**config.mk**
```make
export PLATFORM = sky130hd
export DESIGN_NAME = ram_pair_reducer
export DESIGN_NICKNAME = d
export VERILOG_FILES = /design/src/rtl/ram_pair_reducer.sv
export SDC_FILE = /design/constraint.sdc
export NUM_CORES = 1
export LEC_CHECK = 0
export ABC_AREA = 1
export CAP_MARGIN = 40
export CORE_ASPECT_RATIO = 0.9
export CORE_MARGIN = 3
export CORE_UTILIZATION = 30
export CTS_CLUSTER_DIAMETER = 30
export DETAILED_ROUTE_END_ITERATION = 16
export GPL_ROUTABILITY_DRIVEN = 1
export PLACE_DENSITY_LB_ADDON = 0.25
export SLEW_MARGIN = 30
export SYNTH_ARGS = -nofsm -noshare
export SYNTH_HDL_FRONTEND = slang
export SYNTH_SLANG_ARGS = --single-unit
```
**constraint.sdc**
```tcl
create_clock -name clock -period 8.2 [get_ports clock]
set_input_delay 1.23 -clock clock [delete_from_list [all_inputs] [get_ports clock]]
set_output_delay 1.23 -clock clock [all_outputs]
set_load 0.03 [all_outputs]
```
**src/rtl/ram_pair_reducer.sv**
```systemverilog
`default_nettype none
// ============================================================================
// Module   : ram_pair_reducer
// Purpose  : Sweeps the first `length` entries of a 16x8 dual-read-port RAM,
//            two entries per cycle, and reports their unsigned sum and
//            maximum with a one-cycle done pulse. Read-only RAM consumer.
// Ports    : clock        - rising-edge clock shared with the RAM
//            resetN       - asynchronous active-low reset
//            start        - reduction request, honoured only in IDLE
//            length       - entries to reduce (0..16, larger values clamp)
//            readAddress1 - RAM port 1 address (even entry of the pair)
//            readAddress2 - RAM port 2 address (odd entry of the pair)
//            readData1/2  - combinational RAM read data for the addresses
//            busy         - high whenever the block is not IDLE
//            done         - one-cycle pulse, sum/maxValue valid
//            sum          - unsigned sum of the reduced entries
//            maxValue     - unsigned maximum of the reduced entries
// Revision : 1.0 - initial release
// ============================================================================
module ram_pair_reducer #(
  parameter int DATA_WIDTH = 8,
  parameter int ADDR_WIDTH = 4,
  parameter int SUM_WIDTH  = 12
) (
  input  logic                  clock,
  input  logic                  resetN,
  input  logic                  start,
  input  logic [ADDR_WIDTH:0]   length,
  output logic [ADDR_WIDTH-1:0] readAddress1,
  output logic [ADDR_WIDTH-1:0] readAddress2,
  input  logic [DATA_WIDTH-1:0] readData1,
  input  logic [DATA_WIDTH-1:0] readData2,
  output logic                  busy,
  output logic                  done,
  output logic [SUM_WIDTH-1:0]  sum,
  output logic [DATA_WIDTH-1:0] maxValue
);

  typedef enum logic [1:0] {
    IDLE = 2'd0,
    SCAN = 2'd1,
    DONE = 2'd2
  } stateType;

  // Full RAM depth (2**ADDR_WIDTH) expressed in the length width.
  localparam logic [ADDR_WIDTH:0]   c_depth       = {1'b1, {ADDR_WIDTH{1'b0}}};
  localparam logic [ADDR_WIDTH:0]   c_two         = {{(ADDR_WIDTH-1){1'b0}}, 2'b10};
  localparam logic [ADDR_WIDTH-1:0] c_pointerStep = {{(ADDR_WIDTH-2){1'b0}}, 2'b10};
  localparam logic [ADDR_WIDTH-1:0] c_oddOffset   = {{(ADDR_WIDTH-1){1'b0}}, 1'b1};
  localparam int                    c_sumPad      = SUM_WIDTH - DATA_WIDTH;

  stateType              r_state;
  stateType              w_nextState;
  logic [ADDR_WIDTH-1:0] r_pointer;
  logic [ADDR_WIDTH-1:0] w_nextPointer;
  logic [ADDR_WIDTH:0]   r_remaining;
  logic [ADDR_WIDTH:0]   w_nextRemaining;
  logic [SUM_WIDTH-1:0]  r_sum;
  logic [SUM_WIDTH-1:0]  w_nextSum;
  logic [DATA_WIDTH-1:0] r_maxValue;
  logic [DATA_WIDTH-1:0] w_nextMax;

  // Port 2 data only counts when at least two entries are still pending;
  // on an odd tail it addresses a real (in-range) entry that is ignored.
  logic                  w_useSecond;
  logic [SUM_WIDTH-1:0]  w_ext1;
  logic [SUM_WIDTH-1:0]  w_ext2;
  logic [DATA_WIDTH-1:0] w_firstMax;

  assign w_useSecond = (r_remaining >= c_two);
  assign w_ext1      = {{c_sumPad{1'b0}}, readData1};
  assign w_ext2      = w_useSecond ? {{c_sumPad{1'b0}}, readData2} : '0;
  assign w_firstMax  = (readData1 > r_maxValue) ? readData1 : r_maxValue;

  always_ff @(posedge clock or negedge resetN) begin
    if (!resetN) begin
      r_state     <= IDLE;
      r_pointer   <= '0;
      r_remaining <= '0;
      r_sum       <= '0;
      r_maxValue  <= '0;
    end else begin
      r_state     <= w_nextState;
      r_pointer   <= w_nextPointer;
      r_remaining <= w_nextRemaining;
      r_sum       <= w_nextSum;
      r_maxValue  <= w_nextMax;
    end
  end

  always_comb begin
    w_nextState     = r_state;
    w_nextPointer   = r_pointer;
    w_nextRemaining = r_remaining;
    w_nextSum       = r_sum;
    w_nextMax       = r_maxValue;
    case (r_state)
      IDLE: begin
        if (start) begin
          w_nextRemaining = (length > c_depth) ? c_depth : length;
          w_nextPointer   = '0;
          w_nextSum       = '0;
          w_nextMax       = '0;
          w_nextState     = (length != '0) ? SCAN : DONE;
        end
      end
      SCAN: begin
        w_nextSum = r_sum + w_ext1 + w_ext2;
        w_nextMax = (w_useSecond && (readData2 > w_firstMax)) ? readData2 : w_firstMax;
        if (r_remaining <= c_two) begin
          // Last pair: park the pointer at 0 so DONE/IDLE present addresses 0/1.
          w_nextState     = DONE;
          w_nextPointer   = '0;
          w_nextRemaining = '0;
        end else begin
          w_nextPointer   = r_pointer + c_pointerStep;
          w_nextRemaining = r_remaining - c_two;
        end
      end
      DONE: begin
        w_nextState = IDLE;
      end
      default: begin
        w_nextState = IDLE;
      end
    endcase
  end

  assign readAddress1 = r_pointer;
  assign readAddress2 = r_pointer + c_oddOffset;
  assign busy         = (r_state != IDLE);
  assign done         = (r_state == DONE);
  assign sum          = r_sum;
  assign maxValue     = r_maxValue;

endmodule
`default_nettype wire

```
==> results of run 1 <==
sequential cells by signal, summed over array words and instances (netlist names):
signal        count
readAddress1      3
r_remaining       5
sum              12
r_state           2
maxValue          8
how the worst min path moves through the flow:
stage	from	endpoint	slack (ns)	cells after the start
after detailed placement	sum[8]$_DFFE_PN0P_	sum[8]$_DFFE_PN0P_	0.53	2
final	sum[8]$_DFFE_PN0P_	sum[8]$_DFFE_PN0P_	0.54	2
after CTS	maxValue[3]$_DFFE_PN0P_	maxValue[3]$_DFFE_PN0P_	0.55	2
after floorplan	r_remaining[0]$_DFFE_PN0P_	r_remaining[0]$_DFFE_PN0P_	0.53	2
after global placement	readAddress1[1]$_DFFE_PN0P_	readAddress1[1]$_DFFE_PN0P_	0.52	1
after global routing	sum[8]$_DFFE_PN0P_	sum[8]$_DFFE_PN0P_	0.57	2
cells in the mapped netlist (2+ instances only):
cell type | count | share of area (%)
a21oi_1 | 17 | 3.2
inv_1 | 56 | 7.8
a22oi_1 | 5 | 1.4
ha_1 | 26 | 12
a31oi_1 | 4 | 0.93
nand2_1 | 106 | 15
o21ai_1 | 2 | 0.37
inv_2 | 4 | 0.56
fa_1 | 9 | 6.7
dfrtp_1 | 30 | 28
clkbuf_1 | 4 | 0.56
and2_1 | 7 | 1.6
conb_1 | 2 | 0.28
a21o_1 | 2 | 0.56
nand3_1 | 38 | 7.1
nand2_2 | 4 | 0.93
nand4_1 | 4 | 0.93
buf_4 | 4 | 1.1
a22o_1 | 2 | 0.65
nor3_1 | 2 | 0.37
buf_2 | 2 | 0.37
xor2_1 | 4 | 1.3
nor2_1 | 20 | 2.8
o21ai_0 | 11 | 2.0
nor2_4 | 3 | 1.3
layer usage:
layer / routed length, µm / share of wire [%]
met1: 3270 / 48
met2: 3140 / 46
met3: 304 / 4.4
met4: 110 / 1.6
met5: 0 / 0
power groups by stage:
stage | logic [mW] | registers, mW | clock network [mW]
after floorplan | 0.646 | 0.377 | 0
after global placement | 1.01 | 0.301 | 0
after detailed placement | 1.02 | 0.300 | 0
after CTS | 1.02 | 0.298 | 0.195
after global routing | 1.15 | 0.307 | 0.202
final | 1.01 | 0.295 | 0.189
area by class of cell:
cell class | count | area [µm²]
fillers | 918 | 5190
multi-input cells | 274 | 1660
flip-flops and latches | 30 | 751
repair buffers | 53 | 526
inverters | 60 | 225
well taps | 119 | 149
clock buffers | 6 | 82.6
clock inverters | 2 | 60.1
kinds of logic after synthesis:
kind of cell | synth area share, %
simple gates | 31.5
other cells | 0.279
buf+inv | 10.4
xor+xnor | 1.63
flops | 27.9
compound gates | 9.40
fa+ha+maj | 18.8
critical path, stage by stage:
cell,delay [ns]
clkdlybuf4s50_1,0.53
ha_1,0.36
nand2_1,0.09
nor2_2,0.17
nand4_2,0.23
nand2_2,0.24
nand2_1,0.08
and2_1,0.15
ha_1,0.29
nand2_1,0.07
nor2_1,0.16
nand2_1,0.10
nand2_1,0.09
inv_2,0.09
nand2_4,0.13
nand3_1,0.10
nand2_1,0.07
nand2_1,0.04
metrics by stage:
stage / cells / area (µm²) / hold slack [ns]
2_1_floorplan: 374 / 2690 / 0.531
3_3_place_gp: 536 / 3310 / 0.522
3_5_place_dp: 536 / 3310 / 0.531
4_1_cts: 544 / 3450 / 0.550
5_1_grt: 544 / 3450 / 0.574
6_report: 544 / 3450 / 0.537
==> flow_summary.ini, run 1 <==
[status]
status = finished, final reports clean

[critical_path]
crit_end = maxValue[6]$_DFFE_PN0P_
startpoint_type = input pin
r2r_cells = 18
crit_arrival_ns = 4.23
cp.required_ns = 8.38
cp_max_fo = 9
reg2reg_to = sum[11]$_DFFE_PN0P_
r2r_slack_ns = 4.95
cp-end-kind = flop
critical_path.startpoint = readData1[7]
reg2reg_from = r_remaining[1]$_DFFE_PN0P_
critical_path_class = input pin to flop

[job]
drv_cap = 0

[power_and_ir_drop]
power.density_nw_per_um2 = 432
ir_worst_vdd_mv = 0.133
internal_power_mw = 0.742
sw_frac_of_total_pct = 50.2
pwr-share-clk_pct = 12.7
p_leak_nw = 1.77
p_comb_share_pct = 67.5
p_seq_share_pct = 19.8
p_switching_mw = 0.748
power_mw = 1.49

[clock_network]
cts_root_buffer = clkbuf_8
cts_resized = 0
insertion_delay_ns = 0.29
cts_sinks = 30
cts.clk_slew.worst_paths_ns = 0.07
numCtsBuffers = 5
cts-htree-levels = 2
cts_tree = done
holdBufCountCts = 0
max-clock-path-buffers = 2
cts_setup_buffers = 0

[floorplan]
row_count = 32
start_util_pct = 31.1
io-pin-count = 54
core_um2 = 8650
dieArea_um2 = 10100
die_w_um = 106
die_y_um = 95.8

[timing]
clock_skew_ns = 0.00673
rsz0062_at_grt = no
drv_slew = 0
setup_violations = 0
setup_slack_ns = 4.15
setup-tns-final_ns = 0
final_hold_viol_count = 0
fin_crit_ns = 4.05
min_period_over_period_pct = 49.4
max_freq_mhz = 247

[drt]
first_pass_iters = 4
wl_um = 6840
drc = 0
vias_per_cell = 4.50
drt_iter0_markers = 88
route.vias.total = 2450
drtAntennaViolNets = 0
wl_per_cell_um = 12.6

[logic_synthesis]
async_flop_share_pct = 100
synth_cells = 374
yosysSeqAreaShare_pct = 27.9
synth_nets = 433
syn_avg_cell_area_um2 = 7.19
ys.flop_type = dfrtp_1
netlist_area_um2 = 2690
ys_types = 31
synth-edff-count = 0
synth_seq_cells = 30
synth_warnings = 0

[grt]
grt_pass1_vias = 2351
grt_usage_pct = 14.2
antenna_found_initial = 0
grt_max_degree = 32
met2_usage_pct = 23.5
busiest_layer = met2
gr-usage-met3_pct = 2.75
grt_pass1_wl_um = 11400
grtUsageMet1_pct = 18.9
grt-ovfl-total = 0

[finish]
layout.nets = 483
final_common_cell = nand2_1
syn_to_final_growth_pct = 28.5
layout_common_cells = nand2_1 (106), inv_1 (56), clkdlybuf4s50_1 (51)
fin_util_pct = 39.9
diodes = 0
drive_above_1_share_pct = 6.12

[worst_hold_path]
hold_path_class = flop to flop

[placed_design]
hpwl_um = 5520
place_ws_ns = 3.83
gp_congestion = 0.941
io_buffers = 51
(Power assumes the default switching activity.)
==> inputs of run 2 (changes only) <==
Clock period 8.2 ns to 3.3 ns, I/O delays scaled along.
==> run 2 against run 1 <==
Flip-flop and latch count unchanged. Cell count increased by 2.9%. Combinational power increased to 2.6 times the previous value. Via count increased by 4.9%. Routed wire length increased by 6.5%. Utilization increased by 1.2 points. Register-to-register slack got worse by 4.7 ns. Global-route usage increased by 0.72 points. Worst hold slack improved by 0.0013 ns. Clock-buffer cell count unchanged. Total power increased by 150%. Clock skew decreased by 0.0015 ns.
==> flow_summary.ini, run 2 (same netlist as run 1, synthesis figures left out) <==
[floorplan]
start_util_pct = 31.1
core_um2 = 8650
die_w_um = 106
row_count = 32
dieArea_um2 = 10100
io-pin-count = 54
die_y_um = 95.8

[finish]
layout_common_cells = nand2_1 (105), inv_1 (55), clkdlybuf4s50_1 (51)
seqCellArea_um2 = 751
nFillCells = 959
multi_input_area_um2 = 1690
syn_to_final_growth_pct = 32.2
final_common_cell = nand2_1
layout.nets = 499
diodes = 0
largest_reg_flops = 12
drive_above_1_share_pct = 10.7

[timing]
clock_skew_ns = 0.00522
rsz0062_at_grt = no
fin_worst_hold_slack_ns = 0.538
setup_slack_ns = 0.276
final_hold_viol_count = 0
setup-tns-final_ns = 0
max_freq_mhz = 331
drv_slew = 0
setup_violations = 0
min_period_over_period_pct = 91.6
fin_crit_ns = 3.02

[power_and_ir_drop]
ir_worst_vdd_mv = 0.345
p_leak_nw = 1.83
power_mw = 3.68
power.density_nw_per_um2 = 1040

[clock_network]
cts_setup_buffers = 0
cts_root_buffer = clkbuf_8
max-clock-path-buffers = 2
cts_tree = done
cts_resized = 0
insertion_delay_ns = 0.29
holdBufCountCts = 0
numCtsBuffers = 5
cts-htree-levels = 2
cts_sinks = 30
cts.clk_slew.worst_paths_ns = 0.07

[placed_design]
place_ws_ns = -0.147
gp_congestion = 0.912
hpwl_um = 5850
io_buffers = 51

[critical_path]
cp_max_fo = 5
cp.required_ns = 3.47
reg2reg_from = r_remaining[1]$_DFFE_PN0P_
critical_path_class = flop to flop
cp-end-kind = flop
cp_cell_sequence = inv_2 -> ha_1 -> nand2_1 -> nor2_4 -> nand2_2 -> nand2_1 -> fa_1 -> inv_1 -> ha_1 -> inv_1 -> fa_1 -> inv_1 -> nand3_1 -> nand2_2 -> nand3_1 -> nand3_2 -> nand3_1 -> nand2_1 -> o21ai_0
crit_arrival_ns = 3.20
startpoint_type = flop
cpPeakStageDelay_ns = 0.41
r2r_slack_ns = 0.28
r2r_cells = 19
reg2reg_to = sum[11]$_DFFE_PN0P_
slowest_stage = dfrtp_1

[grt]
grt_pass1_vias = 2455
grt-ovfl-total = 0
grt_pass1_wl_um = 12000
grt_usage_pct = 14.9
antenna_found_initial = 0
grt_max_degree = 31

[worst_hold_path]
hold_path_class = flop to flop
min_to = readAddress1[1]$_DFFE_PN0P_
worstHoldStart = readAddress1[1]$_DFFE_PN0P_
min_path_cells = 1

[drt]
wl_met2_um = 3350
drt_iter0_markers = 83
drc = 0
wl_per_cell_um = 13.0
route.vias.total = 2569
wl_met3_um = 333
wl_met1_um = 3520
routed.top_layer = met4
first_pass_iters = 4
drtAntennaViolNets = 0
vias_per_cell = 4.59
wl_um = 7280

[job]
drv_cap = 0

[status]
status = finished, final reports clean
-- run 2: cell types whose count changed in the layout (fill, tap and decap cells not counted), sizes merged --
cell,delta
clkinv,+1
bufinv,-2
buf,+16
clkinvlp,+1
-- run 2: final cells by class --
class / count / area share (%)
clock buffers: 6 / 2.32
clock inverters: 2 / 0.352
inverters: 60 / 6.34
multi-input cells: 274 / 47.5
flip-flops and latches: 30 / 21.1
well taps: 119 / 4.19
repair buffers: 69 / 18.2
-- run 2: layer usage --
layer | track usage [%] | vias up
li1 | - | 1323
met1 | 20.5 | 1191
met2 | 24.4 | 50
met3 | 2.55 | 5
met4 | 3.88 | 0
met5 | 0 | -
-- run 2: power by group --
| part | switching, mW | internal, mW |
|---|---|---|
| clock | 0.157 | 0.168 |
| combinational | 1.58 | 1.04 |
| sequential | 0.191 | 0.546 |
| total | 1.93 | 1.76 |
-- run 2: worst max-delay path: cells and delay by family (launching register included) --
kind                       cells  cell delay (ns)
AOI/OAI and AO/OA              1             0.06
and+or+nand+nor               10             0.95
buffers and inverters          4             0.30
adders and majority gates      4             1.18
DFF                            1             0.41
-- run 2: worst max-delay path by stage --
stage                          startpoint                      end  slack (ns)
5_1_grt        r_remaining[1]$_DFFE_PN0P_      sum[11]$_DFFE_PN0P_        0.02
3_3_place_gp                 readData1[7]  maxValue[0]$_DFFE_PN0P_       -0.11
4_1_cts        r_remaining[1]$_DFFE_PN0P_      sum[11]$_DFFE_PN0P_        0.11
3_5_place_dp                 readData1[3]  maxValue[2]$_DFFE_PN0P_       -0.15
2_1_floorplan  r_remaining[1]$_DFFE_PN0P_      sum[11]$_DFFE_PN0P_        0.43
6_report       r_remaining[1]$_DFFE_PN0P_      sum[11]$_DFFE_PN0P_        0.28
-- run 2: metrics by stage --
stage	cells	utilization (%)	area (µm²)
6_report	560	41.1	3550
4_1_cts	560	40.8	3530
3_5_place_dp	552	39.7	3430
2_1_floorplan	374	-	2690
3_3_place_gp	552	39.7	3430
5_1_grt	560	41.1	3550
